==> src/rtl/cube_arb_pkg.sv <==
// Shared types and defaults for the cube-root unit arbiter.
package cube_arb_pkg;

  // Default geometry and watchdog limit
  localparam int N_REQ_DEF   = 4;
  localparam int DATA_W_DEF  = 8;
  localparam int RES_W_DEF   = 8;
  localparam int TIMEOUT_DEF = 255;

  // Result returned when the watchdog aborts a job (sliced to RES_W at use)
  localparam logic [63:0] RES_ERR = '1;

  // Controller states
  typedef enum logic [1:0] {
    ST_IDLE      = 2'd0,
    ST_START     = 2'd1,
    ST_WAIT_DONE = 2'd2,
    ST_RESP      = 2'd3
  } arb_state_e;

endpackage

==> src/rtl/rr_arbiter.sv <==
// Combinational round-robin pick: first set request at or above ptr, wrapping.
module rr_arbiter
  import cube_arb_pkg::*;
#(
  parameter int N_REQ = N_REQ_DEF,
  parameter int IDX_W = 2
) (
  input  logic [N_REQ-1:0] req,
  input  logic [IDX_W-1:0] ptr,
  output logic [N_REQ-1:0] gnt,
  output logic [IDX_W-1:0] idx,
  output logic             valid
);

  int   cand_s;
  logic found_s;

  // Rotate the scan start to ptr and take the first pending request
  always_comb begin
    gnt     = '0;
    idx     = '0;
    found_s = 1'b0;
    cand_s  = 0;
    for (int i = 0; i < N_REQ; i++) begin
      cand_s = int'(ptr) + i;
      cand_s = (cand_s >= N_REQ) ? (cand_s - N_REQ) : cand_s;
      if (!found_s && req[cand_s[IDX_W-1:0]]) begin
        found_s                  = 1'b1;
        gnt[cand_s[IDX_W-1:0]]   = 1'b1;
        idx                      = cand_s[IDX_W-1:0];
      end else begin
        found_s = found_s;
      end
    end
    valid = found_s;
  end

endmodule

==> src/rtl/cube_arbiter.sv <==
// Round-robin front end sharing one cube-root unit between N_REQ clients,
// with a watchdog that aborts a job the unit never finishes.
module cube_arbiter
  import cube_arb_pkg::*;
#(
  parameter int N_REQ   = N_REQ_DEF,
  parameter int DATA_W  = DATA_W_DEF,
  parameter int RES_W   = RES_W_DEF,
  parameter int TIMEOUT = TIMEOUT_DEF
) (
  input  logic                    clk_i,
  input  logic                    rst_i,
  input  logic [N_REQ-1:0]        req_i,
  input  logic [N_REQ*DATA_W-1:0] x_bi,
  output logic [N_REQ-1:0]        gnt_o,
  output logic [N_REQ-1:0]        done_o,
  output logic [RES_W-1:0]        y_bo,
  output logic                    err_o,
  output logic                    busy_o,
  output logic                    cr_start_o,
  output logic [DATA_W-1:0]       cr_x_bo,
  input  logic                    cr_busy_i,
  input  logic [RES_W-1:0]        cr_y_bi
);

  localparam int IDX_W = (N_REQ > 1) ? $clog2(N_REQ) : 1;
  localparam int WD_W  = $clog2(TIMEOUT + 1);

  arb_state_e          state_r;
  logic [IDX_W-1:0]    ptr_r;
  logic [N_REQ-1:0]    gnt_r;
  logic [N_REQ-1:0]    done_r;
  logic [RES_W-1:0]    y_r;
  logic                err_r;
  logic                busy_r;
  logic                cr_start_r;
  logic [DATA_W-1:0]   x_r;
  logic [WD_W-1:0]     wdog_r;
  logic                dropped_r;

  logic [N_REQ-1:0]    win_gnt_s;
  logic [IDX_W-1:0]    win_idx_s;
  logic                win_valid_s;
  logic [IDX_W-1:0]    nxt_ptr_s;
  logic [DATA_W-1:0]   win_x_s;
  logic                own_req_s;
  logic                deliver_s;
  logic                wdog_hit_s;

  rr_arbiter #(
    .N_REQ (N_REQ),
    .IDX_W (IDX_W)
  ) u_rr (
    .req   (req_i),
    .ptr   (ptr_r),
    .gnt   (win_gnt_s),
    .idx   (win_idx_s),
    .valid (win_valid_s)
  );

  // Pointer advances past the winner, wrapping at N_REQ
  always_comb begin
    if (win_idx_s == IDX_W'(N_REQ - 1)) begin
      nxt_ptr_s = '0;
    end else begin
      nxt_ptr_s = win_idx_s + IDX_W'(1);
    end
  end

  // Select the winning client's operand slice
  always_comb begin
    win_x_s = '0;
    for (int k = 0; k < N_REQ; k++) begin
      if (win_gnt_s[k]) begin
        win_x_s = x_bi[k*DATA_W +: DATA_W];
      end else begin
        win_x_s = win_x_s;
      end
    end
  end

  // Result goes back only if the granted client kept its request the whole job
  always_comb begin
    own_req_s  = |(gnt_r & req_i);
    deliver_s  = own_req_s & ~dropped_r;
    wdog_hit_s = (wdog_r == WD_W'(TIMEOUT - 1));
  end

  // Controller FSM with registered grant, handshake and response outputs
  always_ff @(posedge clk_i or negedge rst_i) begin
    if (!rst_i) begin
      state_r    <= ST_IDLE;
      ptr_r      <= '0;
      gnt_r      <= '0;
      done_r     <= '0;
      y_r        <= '0;
      err_r      <= 1'b0;
      busy_r     <= 1'b0;
      cr_start_r <= 1'b0;
      x_r        <= '0;
      wdog_r     <= '0;
      dropped_r  <= 1'b0;
    end else begin
      case (state_r)
        ST_IDLE: begin
          wdog_r    <= '0;
          dropped_r <= 1'b0;
          done_r    <= '0;
          y_r       <= '0;
          err_r     <= 1'b0;
          if (win_valid_s) begin
            gnt_r      <= win_gnt_s;
            x_r        <= win_x_s;
            ptr_r      <= nxt_ptr_s;
            cr_start_r <= 1'b1;
            busy_r     <= 1'b1;
            state_r    <= ST_START;
          end else begin
            busy_r     <= 1'b0;
            cr_start_r <= 1'b0;
          end
        end
        ST_START: begin
          dropped_r <= dropped_r | ~own_req_s;
          if (wdog_hit_s) begin
            cr_start_r <= 1'b0;
            done_r     <= deliver_s ? gnt_r : '0;
            y_r        <= deliver_s ? RES_ERR[RES_W-1:0] : '0;
            err_r      <= deliver_s;
            state_r    <= ST_RESP;
          end else if (cr_busy_i) begin
            cr_start_r <= 1'b0;
            wdog_r     <= wdog_r + WD_W'(1);
            state_r    <= ST_WAIT_DONE;
          end else begin
            wdog_r     <= wdog_r + WD_W'(1);
          end
        end
        ST_WAIT_DONE: begin
          dropped_r <= dropped_r | ~own_req_s;
          if (!cr_busy_i) begin
            done_r  <= deliver_s ? gnt_r : '0;
            y_r     <= deliver_s ? cr_y_bi : '0;
            err_r   <= 1'b0;
            state_r <= ST_RESP;
          end else if (wdog_hit_s) begin
            done_r  <= deliver_s ? gnt_r : '0;
            y_r     <= deliver_s ? RES_ERR[RES_W-1:0] : '0;
            err_r   <= deliver_s;
            state_r <= ST_RESP;
          end else begin
            wdog_r  <= wdog_r + WD_W'(1);
          end
        end
        ST_RESP: begin
          done_r     <= '0;
          y_r        <= '0;
          err_r      <= 1'b0;
          gnt_r      <= '0;
          busy_r     <= 1'b0;
          cr_start_r <= 1'b0;
          wdog_r     <= '0;
          state_r    <= ST_IDLE;
        end
        default: begin
          state_r    <= ST_IDLE;
          gnt_r      <= '0;
          done_r     <= '0;
          y_r        <= '0;
          err_r      <= 1'b0;
          busy_r     <= 1'b0;
          cr_start_r <= 1'b0;
          wdog_r     <= '0;
        end
      endcase
    end
  end

  assign gnt_o      = gnt_r;
  assign done_o     = done_r;
  assign y_bo       = y_r;
  assign err_o      = err_r;
  assign busy_o     = busy_r;
  assign cr_start_o = cr_start_r;
  assign cr_x_bo    = x_r;

endmodule

==> config.mk <==
export PLATFORM = sky130hd
export DESIGN_NAME = cube_arbiter
export DESIGN_NICKNAME = d
export VERILOG_FILES = /design/src/rtl/cube_arb_pkg.sv /design/src/rtl/rr_arbiter.sv /design/src/rtl/cube_arbiter.sv
export SDC_FILE = /design/constraint.sdc
export NUM_CORES = 1
export LEC_CHECK = 0
export CAP_MARGIN = 10
export CORE_UTILIZATION = 30
export DETAILED_ROUTE_END_ITERATION = 16
export SLEW_MARGIN = 20
export SYNTH_ARGS = -nofsm -noshare
export SYNTH_HDL_FRONTEND = slang
export SYNTH_HIERARCHICAL = 1
export SYNTH_SLANG_ARGS = --single-unit
==> constraint.sdc <==
create_clock -name clk_i -period 2.9 [get_ports clk_i]
set_clock_uncertainty 0.15 [all_clocks]
set_input_delay 0.29 -clock clk_i [delete_from_list [all_inputs] [get_ports clk_i]]
set_output_delay 0.29 -clock clk_i [all_outputs]
set_load 0.03 [all_outputs]
==> run summary, run 1 <==
STA
----------------------------------------------------------------------------------------
Setup slack of the critical path after layout .............................      83.8 ps
Ratio of final minimum period to clock period .............................        0.971
Remaining max-slew budget at the tightest pin .............................        0.398
Maximum operating frequency ...............................................      355 MHz
Slew at the pin closest to its max-slew limit .............................       902 ps
Worst slack on hold paths .................................................     -41.8 ps
Setup repair after global routing missed its margin .......................          yes
Final Max Tran Viols ......................................................            0
Hold violation total from the final report ................................           40
Count of final setup violators ............................................            0
Time the worst path needs with I/O delays and setup .......................      2820 ps

POWER AND IR DROP
----------------------------------------------------------------------------------------
Static power due to leakage ...............................................   0.00161 uW
Largest vdd supply drop ...................................................       454 uV
Power, Total ..............................................................      4180 uW
Share of power burned in combinational logic ..............................        0.671
Switching fraction of total power .........................................        0.443
Total internal power ......................................................      2330 uW
Pwr/cell area .............................................................  1100 mW/mm2
Relative contribution of the clock network to total power .................        0.112
Sequential Power Share ....................................................        0.217
Switch Pwr ................................................................      1860 uW

CLOCK NETWORK
----------------------------------------------------------------------------------------
Cts hold-fix bufs .........................................................            0
CTS HTree Levels ..........................................................            2
Cell chosen for the clock root ............................................ sky130_fd_sc_hd__clkbuf_8
Clock latency at the later pin of the worst-skew pair .....................       300 ps
CTS clk-pin slew, worst paths .............................................        90 ps
Clock tree from TritonCTS .................................................          yes
Buffer levels on the longest clock path ...................................            2
TritonCTS buffer count ....................................................            5
Clk sinks .................................................................           40

CRITICAL PATH
----------------------------------------------------------------------------------------
Critical Path RT ..........................................................      2970 ps
Element type at the critical path end .....................................     register
Cell count of the worst reg-to-reg path ...................................           10
Worst setup path category ................................................. register to register
CP Max Fanout .............................................................           10
Critical Path AT ..........................................................      2890 ps
Biggest cell delay along the critical path ................................       430 ps
Cell breakdown of the critical path ....................................... inv_2 > ha_4 > mux4_2 > nor4b_4 > a22oi_1 > o21ai_2 > buf_4 > a221oi_1 > a211o_1 > a31oi_1
Slowest cell on crit path ................................................. sky130_fd_sc_hd__dfrtp_1
Startpoint types ..........................................................     register

FINAL LAYOUT
----------------------------------------------------------------------------------------
Share of final-layout standard cells stronger than drive strength 1 .......        0.198
Number of antenna repair diodes ...........................................            0
Finished Cell Area ........................................................  0.00382 mm2
Leading cell type in the layout, fill and taps excluded ................... sky130_fd_sc_hd__clkdlybuf4s50_1
Final core utilization ....................................................        0.458
Net count reported at finish ..............................................          417
Top library cells by usage in the layout, fill and taps aside ............. 72 x sky130_fd_sc_hd__clkdlybuf4s50_1, 39 x sky130_fd_sc_hd__dfrtp_1, 27 x sky130_fd_sc_hd__buf_4, 24 x sky130_fd_sc_hd__nor2_1
Layout area overhead ......................................................        45.8%

SYNTHESIS
----------------------------------------------------------------------------------------
Net count after synthesis .................................................          324
Area share of the largest cell type after synthesis .......................        0.382
Sequential element share of the synthesized area ..........................        0.382
Synth area leaders ........................................................ sky130_fd_sc_hd__dfrtp_1 38%, sky130_fd_sc_hd__ha_1 6.2%, sky130_fd_sc_hd__a22oi_1 4.0%
Synthesis Warnings ........................................................            6
FFs w/ async S/R, synth ...................................................         1.00
Number of flops mapped to enable cells by yosys ...........................            0
#FFs+latches synth ........................................................           40
Cell count after synthesis ................................................          264
Mean instance size in the synthesized netlist .............................     9.91 um2
Post-synthesis cell area ..................................................  0.00262 mm2
Area leader, netlist ...................................................... sky130_fd_sc_hd__dfrtp_1
Commonest register cell after synthesis ................................... sky130_fd_sc_hd__dfrtp_1
Unique cell type count in the Yosys netlist ...............................           52

FLOORPLANNING
----------------------------------------------------------------------------------------
Overall die height ........................................................      95.4 um
Full die area .............................................................  0.00910 mm2
FP Rows ...................................................................           33
Die X .....................................................................      95.4 um
Effective utilization at floorplan ........................................        0.314
Total I/O pin count .......................................................           74
CORE AREA .................................................................  0.00834 mm2

GLOBAL ROUTING
----------------------------------------------------------------------------------------
Pin count of the biggest net entering global routing ......................           41
Overflow left after global routing ........................................            0
Global-route wire length before repair ....................................     11500 um
GRT Overall Usage .........................................................        0.158
Vias in the first global route ............................................         2349
Antenna violations before repair ..........................................            0

PLACED DESIGN
----------------------------------------------------------------------------------------
Setup slack after placement ...............................................      -162 ps
IO buf count ..............................................................           73
Cell area after placement .................................................  0.00360 mm2
Global placement routability congestion ...................................        0.838
Total half-perimeter wirelength after legalization and detailed placement .      5020 um

DETAILED ROUTING
----------------------------------------------------------------------------------------
Starting DRC count in detailed routing ....................................           85
Final ANT Viol Nets .......................................................            0
Detailed-route vias per instance ..........................................         5.24
Via Count .................................................................         2426
Number of detailed-routing iterations run before antenna repair ...........            4
Final wirelength ..........................................................      7010 um
Post-route DRC violation count ............................................            0
Average wire per standard cell ............................................      15.1 um

MIN PATH
----------------------------------------------------------------------------------------
Class of the worst hold path .............................................. primary input to async pin

RUN STATUS
----------------------------------------------------------------------------------------
Result of the run ......................................................... finished, violations left
Failing checks ............................................................  hold timing

RUN
----------------------------------------------------------------------------------------
Number of maximum-capacitance constraint violations .......................            0

## Yosys cell counts (all sizes together), types with 2 or more instances
master and count:
buf 5, nor2 24, nor3 4, dfrtp 40
nand4 3, a21oi 12, a22oi 14, o221ai 2
nand2b 3, a221o 8, a22o 6, ha 13
o31ai 3, inv 17, a211o 7, or3 2
mux4 4, nand3 5, o211ai 2, a211oi 2
nand2 16, a31oi 8, o21ai 15, mux2i 5
clkbuf 12, nor2b 2, mux2 6, nand4b 2
and3 2, a221oi 8
## kinds of logic after synthesis
group           share of synthesized area
flops                               0.382
simple gates                        0.149
fa+ha+maj                          0.0621
compound gates                      0.267
buf+inv                            0.0578
mux                                0.0822
## worst max-delay path: cells and delay by family, from the launching register on
kind | cells | cell delay (ps)
compound gates | 5 | 790
fa+ha+maj | 1 | 290
buf+inv | 2 | 320
flops | 1 | 430
mux | 1 | 350
simple gates | 1 | 420
## sequential cells by signal, indices dropped and copies added, names as in the netlist, 2 cells and up
register / count
cr_x_bo: 8
done_o: 4
gnt_o: 4
ptr_r: 2
state_r: 2
wdog_r: 8
y_bo: 8
## layer usage
layer	global-route usage	vias up	wire length (um)	part of all wire
met5	0	-	0	0
met4	0.0473	0	68	0.0097
met3	0.0327	4	331	0.047
met2	0.241	59	3240	0.46
met1	0.225	1167	3370	0.48
li1	-	1196	-	-
## power by group through the flow
stage	sequential [uW]	clock (uW)	combinational, uW
after floorplan	1070	0	1580
after global placement	915	0	2550
final	909	470	2810
after global routing	936	503	3090
after CTS	909	483	2600
after detailed placement	913	0	2590
## stage by stage
step,TNS [ps],instances
after floorplan,0,264
after global placement,-608,448
after detailed placement,-1020,448
after CTS,0,456
after global routing,-567,463
final,0,463
## path summary, 6_finish.rpt
path	startpoint	to	slack, ps
setup / recovery	ptr_r[0]	cr_x_bo[3]	80
hold / removal	rst_i	wdog_r[6]	-40
setup reg to reg	ptr_r[0]	cr_x_bo[3]	80
hold reg to reg	err_o	err_o	330
max in group asynchronous	rst_i	ptr_r[1]	2010
min in group clk_i	err_o	err_o	330
## area by class of cell
type | instances | area [um2]
Sequential cell | 40 | 1000
Inverter | 17 | 63.8
Clock buffer | 5 | 68.8
Multi-Input combinational cell | 190 | 1530
Clock inverter | 3 | 42.5
Timing Repair Buffer | 103 | 980
Tap cell | 105 | 131
Fill cell | 803 | 4520
## repair_timing
action                     in CTS  in global routing
gates resized for setup         0                 14
buffers inserted                0                  7
pin swaps                       1                 16
setup endpoints to repair       3                  7
No activity file was read; power rests on OpenSTA's default activity.
==> run 2: changes to the inputs <==
CORE_ASPECT_RATIO = 0.5   (was default)
CORE_UTILIZATION = 44   (was 30)
PLACE_DENSITY = 0.77   (was default)
==> run summary, run 2 (synthesized netlist as in run 1, its figures left out) <==
RUN STATUS
----------------------------------------------------------------------------------------
Result of the run ......................................................... finished, violations left
Failing checks ............................................................ DRC, hold timing

CLOCK NETWORK
----------------------------------------------------------------------------------------
TritonCTS buffer count ....................................................            5   unchanged
CTS clk-pin slew, worst paths .............................................        60 ps   -30 ps
Clock tree from TritonCTS .................................................          yes
CTS HTree Levels ..........................................................            2   unchanged
Buffer levels on the longest clock path ...................................            2   unchanged
Clock latency at the later pin of the worst-skew pair .....................       280 ps   -20 ps
Clk sinks .................................................................           40   unchanged
Cell chosen for the clock root ............................................ sky130_fd_sc_hd__clkbuf_16

DETAILED ROUTING
----------------------------------------------------------------------------------------
Post-route DRC violation count ............................................            2   +2
Number of detailed-routing iterations run before antenna repair ...........           10   +6
Starting DRC count in detailed routing ....................................           88   +3.5%
Detailed-route vias per instance ..........................................         5.95   +13%
Final ANT Viol Nets .......................................................            0   unchanged
Average wire per standard cell ............................................      16.8 um   +11%
Via Count .................................................................         2575   +6.1%
Final wirelength ..........................................................      7280 um   +3.8%

FINAL LAYOUT
----------------------------------------------------------------------------------------
Net count reported at finish ..............................................          419   +0.48%
Number of antenna repair diodes ...........................................            0   unchanged
Finished Cell Area ........................................................  0.00386 mm2   +1.0%
Top library cells by usage in the layout, fill and taps aside ............. 72 x sky130_fd_sc_hd__clkdlybuf4s50_1, 40 x sky130_fd_sc_hd__dfrtp_1, 27 x sky130_fd_sc_hd__buf_4, 24 x sky130_fd_sc_hd__nor2_1
Leading cell type in the layout, fill and taps excluded ................... sky130_fd_sc_hd__clkdlybuf4s50_1
Layout area overhead ......................................................        47.4%
Final standard cell count with taps included and fillers excluded .........          433   -6.5%
Share of final-layout standard cells stronger than drive strength 1 .......        0.203   +0.00445

POWER AND IR DROP
----------------------------------------------------------------------------------------
Sequential Power Share ....................................................        0.199   -0.018
Relative contribution of the clock network to total power .................        0.142   +0.030
Pwr/cell area .............................................................  1170 mW/mm2   +6.7%
Share of power burned in combinational logic ..............................        0.659   -0.012
Total internal power ......................................................      2560 uW   +10%
Power, Total ..............................................................      4510 uW   +7.8%
Switch Pwr ................................................................      1950 uW   +4.9%
Static power due to leakage ...............................................   0.00164 uW   +2.0%
Largest vdd supply drop ...................................................       606 uV   +34%
Switching fraction of total power .........................................        0.432   -0.0119

FLOORPLANNING
----------------------------------------------------------------------------------------
Total I/O pin count .......................................................           74   unchanged
Full die area .............................................................  0.00628 mm2   -31%
Overall die height ........................................................      56.5 um   -41%
CORE AREA .................................................................  0.00561 mm2   -33%
Die X .....................................................................       111 um   +16%
Effective utilization at floorplan ........................................        0.467   +0.153
FP Rows ...................................................................           19   -42%

GLOBAL ROUTING
----------------------------------------------------------------------------------------
Antenna violations before repair ..........................................            0   unchanged
Pin count of the biggest net entering global routing ......................           41   unchanged
Overflow left after global routing ........................................            0   unchanged
Global-route wire length before repair ....................................     11400 um   -0.55%
GRT Overall Usage .........................................................        0.227   +0.0687
Vias in the first global route ............................................         2490   +6.0%

STA
----------------------------------------------------------------------------------------
Slew at the pin closest to its max-slew limit .............................       898 ps   -4.32 ps
Time the worst path needs with I/O delays and setup .......................      2850 ps   +31.4 ps
Final sum of negative setup slack .........................................         0 ps   unchanged
Worst slack on hold paths .................................................     -12.8 ps   +28.9 ps
Hold violation total from the final report ................................           40   unchanged
Maximum operating frequency ...............................................      351 MHz   -1.1%
Final Max Tran Viols ......................................................            0   unchanged
Ratio of final minimum period to clock period .............................        0.982   +0.0108
Setup repair after global routing missed its margin .......................          yes
Count of final setup violators ............................................            0   unchanged
Remaining max-slew budget at the tightest pin .............................        0.401   +0.00288

MIN PATH
----------------------------------------------------------------------------------------
Class of the worst hold path .............................................. primary input to async pin

CRITICAL PATH
----------------------------------------------------------------------------------------
Critical Path AT ..........................................................      2900 ps   about the same
Slowest cell on crit path ................................................. sky130_fd_sc_hd__dfrtp_1
Element type at the critical path end .....................................     register
Startpoint types ..........................................................     register
Cell breakdown of the critical path ....................................... inv_2 > ha_4 > mux4_2 > and2b_2 > a22oi_1 > o21ai_1 > nor2b_4 > a221oi_1 > a211o_1 > a31oi_1
Biggest cell delay along the critical path ................................       420 ps   about the same
Critical Path RT ..........................................................      2950 ps   -20 ps
Worst setup path category ................................................. register to register
CP Max Fanout .............................................................            7   -3

PLACED DESIGN
----------------------------------------------------------------------------------------
IO buf count ..............................................................           73   unchanged
Global placement routability congestion ...................................        0.835   -0.32%
DP Cell Count .............................................................          413   -7.8%
Cell area after placement .................................................  0.00355 mm2   -1.4%
Total half-perimeter wirelength after legalization and detailed placement .      4970 um   -0.99%

RUN
----------------------------------------------------------------------------------------
Number of maximum-capacitance constraint violations .......................            0   unchanged

-- run 2: cell types whose count changed in the layout (fill, tap and decap cells not counted), sizes merged --
cell and change:
clkinv -1, clkbuf +1, buf +1, inv +1
-- run 2: final timing paths --
kind	depth (start not counted)	slack (ps)	start	to
worst max register to register	10	50	ptr_r[0]	cr_x_bo[6]
worst min register to register	1	360	err_o	err_o
worst max-delay path	10	50	ptr_r[0]	cr_x_bo[6]
worst min-delay path	1	-10	rst_i	wdog_r[1]
max in group asynchronous	1	2060	rst_i	ptr_r[0]
min in group clk_i	1	360	err_o	err_o
-- run 2: worst max-delay path: cells and delay by family (launching register included) --
| family | cells | cell delay (ps) |
|---|---|---|
| compound gates | 5 | 850 |
| fa+ha+maj | 1 | 290 |
| buf+inv | 1 | 70 |
| flops | 1 | 420 |
| mux | 1 | 380 |
| simple gates | 2 | 600 |
-- run 2: cell type report --
type	count	area (um2)
multi-input cells	190	1510
repair buffers	105	1020
clock buffers	5	125
well taps	73	91.3
fillers	408	1750
clock inverters	3	46.3
inverters	17	63.8
flip-flops and latches	40	1000
-- run 2: metrics by stage --
| step | utilization | setup WS [ps] | hold slack [ps] |
|---|---|---|---|
| 2_1_floorplan | - | 14.2 | -156 |
| 3_3_place_gp | 0.632 | -258 | 306 |
| 3_5_place_dp | 0.632 | -377 | 316 |
| 4_1_cts | 0.667 | 44.5 | 18.0 |
| 5_1_grt | 0.688 | -63.7 | 49.9 |
| 6_report | 0.688 | 52.4 | -12.8 |
-- run 2: power groups by stage --
| stage | registers (uW) | logic, uW | clock network, uW |
|---|---|---|---|
| 3_5_place_dp | 905 | 2590 | 0 |
| 3_3_place_gp | 899 | 2500 | 0 |
| 2_1_floorplan | 1070 | 1580 | 0 |
| 5_1_grt | 926 | 3200 | 673 |
| 4_1_cts | 897 | 2660 | 649 |
| 6_report | 899 | 2970 | 640 |
-- run 2: layer usage --
metal | track usage | vias to the layer above | part of all wire | routed length (um)
li1 | - | 1202 | - | -
met1 | 0.270 | 1250 | 0.43 | 3090
met2 | 0.410 | 108 | 0.50 | 3630
met3 | 0.0508 | 15 | 0.059 | 429
met4 | 0.0830 | 0 | 0.017 | 121
met5 | 0 | - | 0 | 0
-- run 2: timing repair --
item	4_1_cts	5_1_grt
endpoints found under the hold margin	0	0
resized for setup	4	12
setup buffers	2	9
pin swaps	0	7
hold buffers	0	0
cloned	0	1
setup endpoints to repair	7	9
==> run 3: changes to the inputs <==
CORE_UTILIZATION = 52   (was 44)
PLACE_DENSITY = 0.86   (was 0.77)
clock period = 3.3 ns   (was 2.9 ns; I/O delays follow)
==> run summary, run 3 (synthesized netlist as in run 1, its figures left out) <==
CLOCK NETWORK
----------------------------------------------------------------------------------------
Clock latency at the later pin of the worst-skew pair .....................       300 ps   +20 ps
Cts hold-fix bufs .........................................................            0   unchanged
Clk sinks .................................................................           40   unchanged
CTS clk-pin slew, worst paths .............................................        80 ps   +20 ps
TritonCTS buffer count ....................................................            5   unchanged
Cell chosen for the clock root ............................................ sky130_fd_sc_hd__clkbuf_8
Quantity of gates resized following cts ...................................            0   -4
Clock tree from TritonCTS .................................................          yes
Post-CTS Setup Inserts ....................................................            0   -2
CTS HTree Levels ..........................................................            2   unchanged
Buffer levels on the longest clock path ...................................            2   unchanged

DETAILED ROUTING
----------------------------------------------------------------------------------------
Detailed-route vias per instance ..........................................         6.07   +2.1%
Post-route DRC violation count ............................................            0   -2
Number of detailed-routing iterations run before antenna repair ...........            4   -6
Starting DRC count in detailed routing ....................................          122   +39%
Via Count .................................................................         2459   -4.5%
Final wirelength ..........................................................      6450 um   -11%
Average wire per standard cell ............................................      15.9 um   -5.3%
Final ANT Viol Nets .......................................................            0   unchanged

CRITICAL PATH
----------------------------------------------------------------------------------------
Total buffers and inverters traversed by the critical path ................            2   +1
Worst setup path category ................................................. register to register
CP Max Fanout .............................................................            7   unchanged
Startpoint types ..........................................................     register
Cell breakdown of the critical path ....................................... inv_1 > ha_1 > mux4_2 > nor4b_4 > a22oi_1 > o21ai_0 > nor2b_1 > buf_4 > a221oi_1 > a211o_1 > a31oi_1
Slowest cell on crit path ................................................. sky130_fd_sc_hd__mux4_2
Kind of cell with the highest combined delay on the critical path ......... compound AO/OA/AOI/OAI gates
Critical Path RT ..........................................................      3370 ps   +420 ps
Biggest cell delay along the critical path ................................       400 ps   -20 ps
Element type at the critical path end .....................................     register
Critical Path AT ..........................................................      3110 ps   +210 ps

FLOORPLANNING
----------------------------------------------------------------------------------------
Full die area .............................................................  0.00534 mm2   -15%
FP Rows ...................................................................           17   -2
Overall die height ........................................................      52.2 um   -7.7%
Total I/O pin count .......................................................           74   unchanged
Die X .....................................................................       102 um   -7.9%
Effective utilization at floorplan ........................................        0.567   +0.101
CORE AREA .................................................................  0.00462 mm2   -18%

MIN PATH
----------------------------------------------------------------------------------------
Class of the worst hold path .............................................. primary input to async pin

GLOBAL ROUTING
----------------------------------------------------------------------------------------
Pin count of the biggest net entering global routing ......................           41   unchanged
GRT Overall Usage .........................................................        0.261   +0.0338
Vias in the first global route ............................................         2326   -6.6%
Overflow left after global routing ........................................            0   unchanged
Antenna violations before repair ..........................................            0   unchanged
Global-route wire length before repair ....................................     10600 um   -6.6%

FINAL LAYOUT
----------------------------------------------------------------------------------------
Net count reported at finish ..............................................          399   -4.8%
Final core utilization ....................................................        0.763   +0.0755
Leading cell type in the layout, fill and taps excluded ................... sky130_fd_sc_hd__clkdlybuf4s50_1
Number of antenna repair diodes ...........................................            0   unchanged
Share of final-layout standard cells stronger than drive strength 1 .......        0.115   -0.0877
Top library cells by usage in the layout, fill and taps aside ............. 72 x sky130_fd_sc_hd__clkdlybuf4s50_1, 40 x sky130_fd_sc_hd__dfrtp_1, 24 x sky130_fd_sc_hd__nor2_1, 17 x sky130_fd_sc_hd__inv_1, 16 x sky130_fd_sc_hd__nand2_1
Layout area overhead ......................................................        34.6%
Final-layout fill cell count ..............................................          333   -18%

POWER AND IR DROP
----------------------------------------------------------------------------------------
Pwr/cell area .............................................................   917 mW/mm2   -22%
Static power due to leakage ...............................................   0.00149 uW   -9.5%
Largest vdd supply drop ...................................................       530 uV   -13%

STA
----------------------------------------------------------------------------------------
Setup slack of the critical path after layout .............................       266 ps   +214 ps
Ratio of final minimum period to clock period .............................        0.919   -0.0627
Time the worst path needs with I/O delays and setup .......................      3030 ps   +186 ps
Setup repair after global routing missed its margin .......................           no
Count of final setup violators ............................................            0   unchanged
Final sum of negative setup slack .........................................         0 ps   unchanged
Worst slack on hold paths .................................................     -10.7 ps   +2.13 ps
Remaining max-slew budget at the tightest pin .............................        0.410   +0.00915
Hold violation total from the final report ................................           10   -75%
Slew at the pin closest to its max-slew limit .............................       884 ps   -13.7 ps
Maximum operating frequency ...............................................      330 MHz   -6.1%
Final Max Tran Viols ......................................................            0   unchanged

RUN STATUS
----------------------------------------------------------------------------------------
Failing checks ............................................................  hold timing
Result of the run ......................................................... finished, violations left

RUN
----------------------------------------------------------------------------------------
Number of maximum-capacitance constraint violations .......................            0   unchanged

PLACED DESIGN
----------------------------------------------------------------------------------------
Total half-perimeter wirelength after legalization and detailed placement .      4660 um   -6.3%
IO buf count ..............................................................           73   unchanged
Setup slack after placement ...............................................       150 ps   +527 ps
Global placement routability congestion ...................................        0.936   +12%

## run 3: final timing paths
| path | start | endpoint | slack, ps | cells past startpoint |
|---|---|---|---|---|
| min reg2reg | err_o | err_o | 330 | 1 |
| min | rst_i | ptr_r[0] | -10 | 1 |
| max reg2reg | ptr_r[1] | cr_x_bo[7] | 270 | 11 |
| max | ptr_r[1] | cr_x_bo[7] | 270 | 11 |
| min in group clk_i | err_o | err_o | 330 | 1 |
| max in group asynchronous | rst_i | gnt_o[1] | 2440 | 1 |
## run 3: worst reg2reg max path: stages (launching register included)
cell and delay [ps]:
sky130_fd_sc_hd__dfrtp_1 350, sky130_fd_sc_hd__inv_1 90, sky130_fd_sc_hd__ha_1 390, sky130_fd_sc_hd__mux4_2 400, sky130_fd_sc_hd__nor4b_4 400, sky130_fd_sc_hd__a22oi_1 130
sky130_fd_sc_hd__o21ai_0 180, sky130_fd_sc_hd__nor2b_1 190, sky130_fd_sc_hd__buf_4 160, sky130_fd_sc_hd__a221oi_1 80, sky130_fd_sc_hd__a211o_1 280, sky130_fd_sc_hd__a31oi_1 160
## run 3: per-layer routing
layer | GRT usage | wire length [um]
met5 | 0 | 0
met4 | 0.0929 | 92
met3 | 0.0520 | 406
met2 | 0.441 | 3100
met1 | 0.338 | 2840
## run 3: layout make-up
| cell class | instances | area, um2 | share of cell area |
|---|---|---|---|
| Multi-Input combinational cell | 190 | 1470 | 0.416 |
| Sequential cell | 40 | 1000 | 0.284 |
| Timing Repair Buffer | 85 | 828 | 0.235 |
| Tap cell | 66 | 82.6 | 0.0234 |
| Clock buffer | 5 | 68.8 | 0.0195 |
| Inverter | 17 | 63.8 | 0.0181 |
| Clock inverter | 2 | 12.5 | 0.00355 |
## run 3: power breakdown
part / internal (uW) / leakage [uW] / switching (uW)
combinational: 950 / 0.000930 / 1180
clock: 143 / 0.0000400 / 179
sequential: 635 / 0.000519 / 145
total: 1730 / 0.00149 / 1500
## run 3: stage by stage
stage	instances	total power, uW	cell area (um2)
global route	405	3500	3520
floorplan	264	2300	2620
CTS	405	3230	3520
detailed placement	398	2890	3440
finish	405	3230	3520
global placement	398	2810	3440
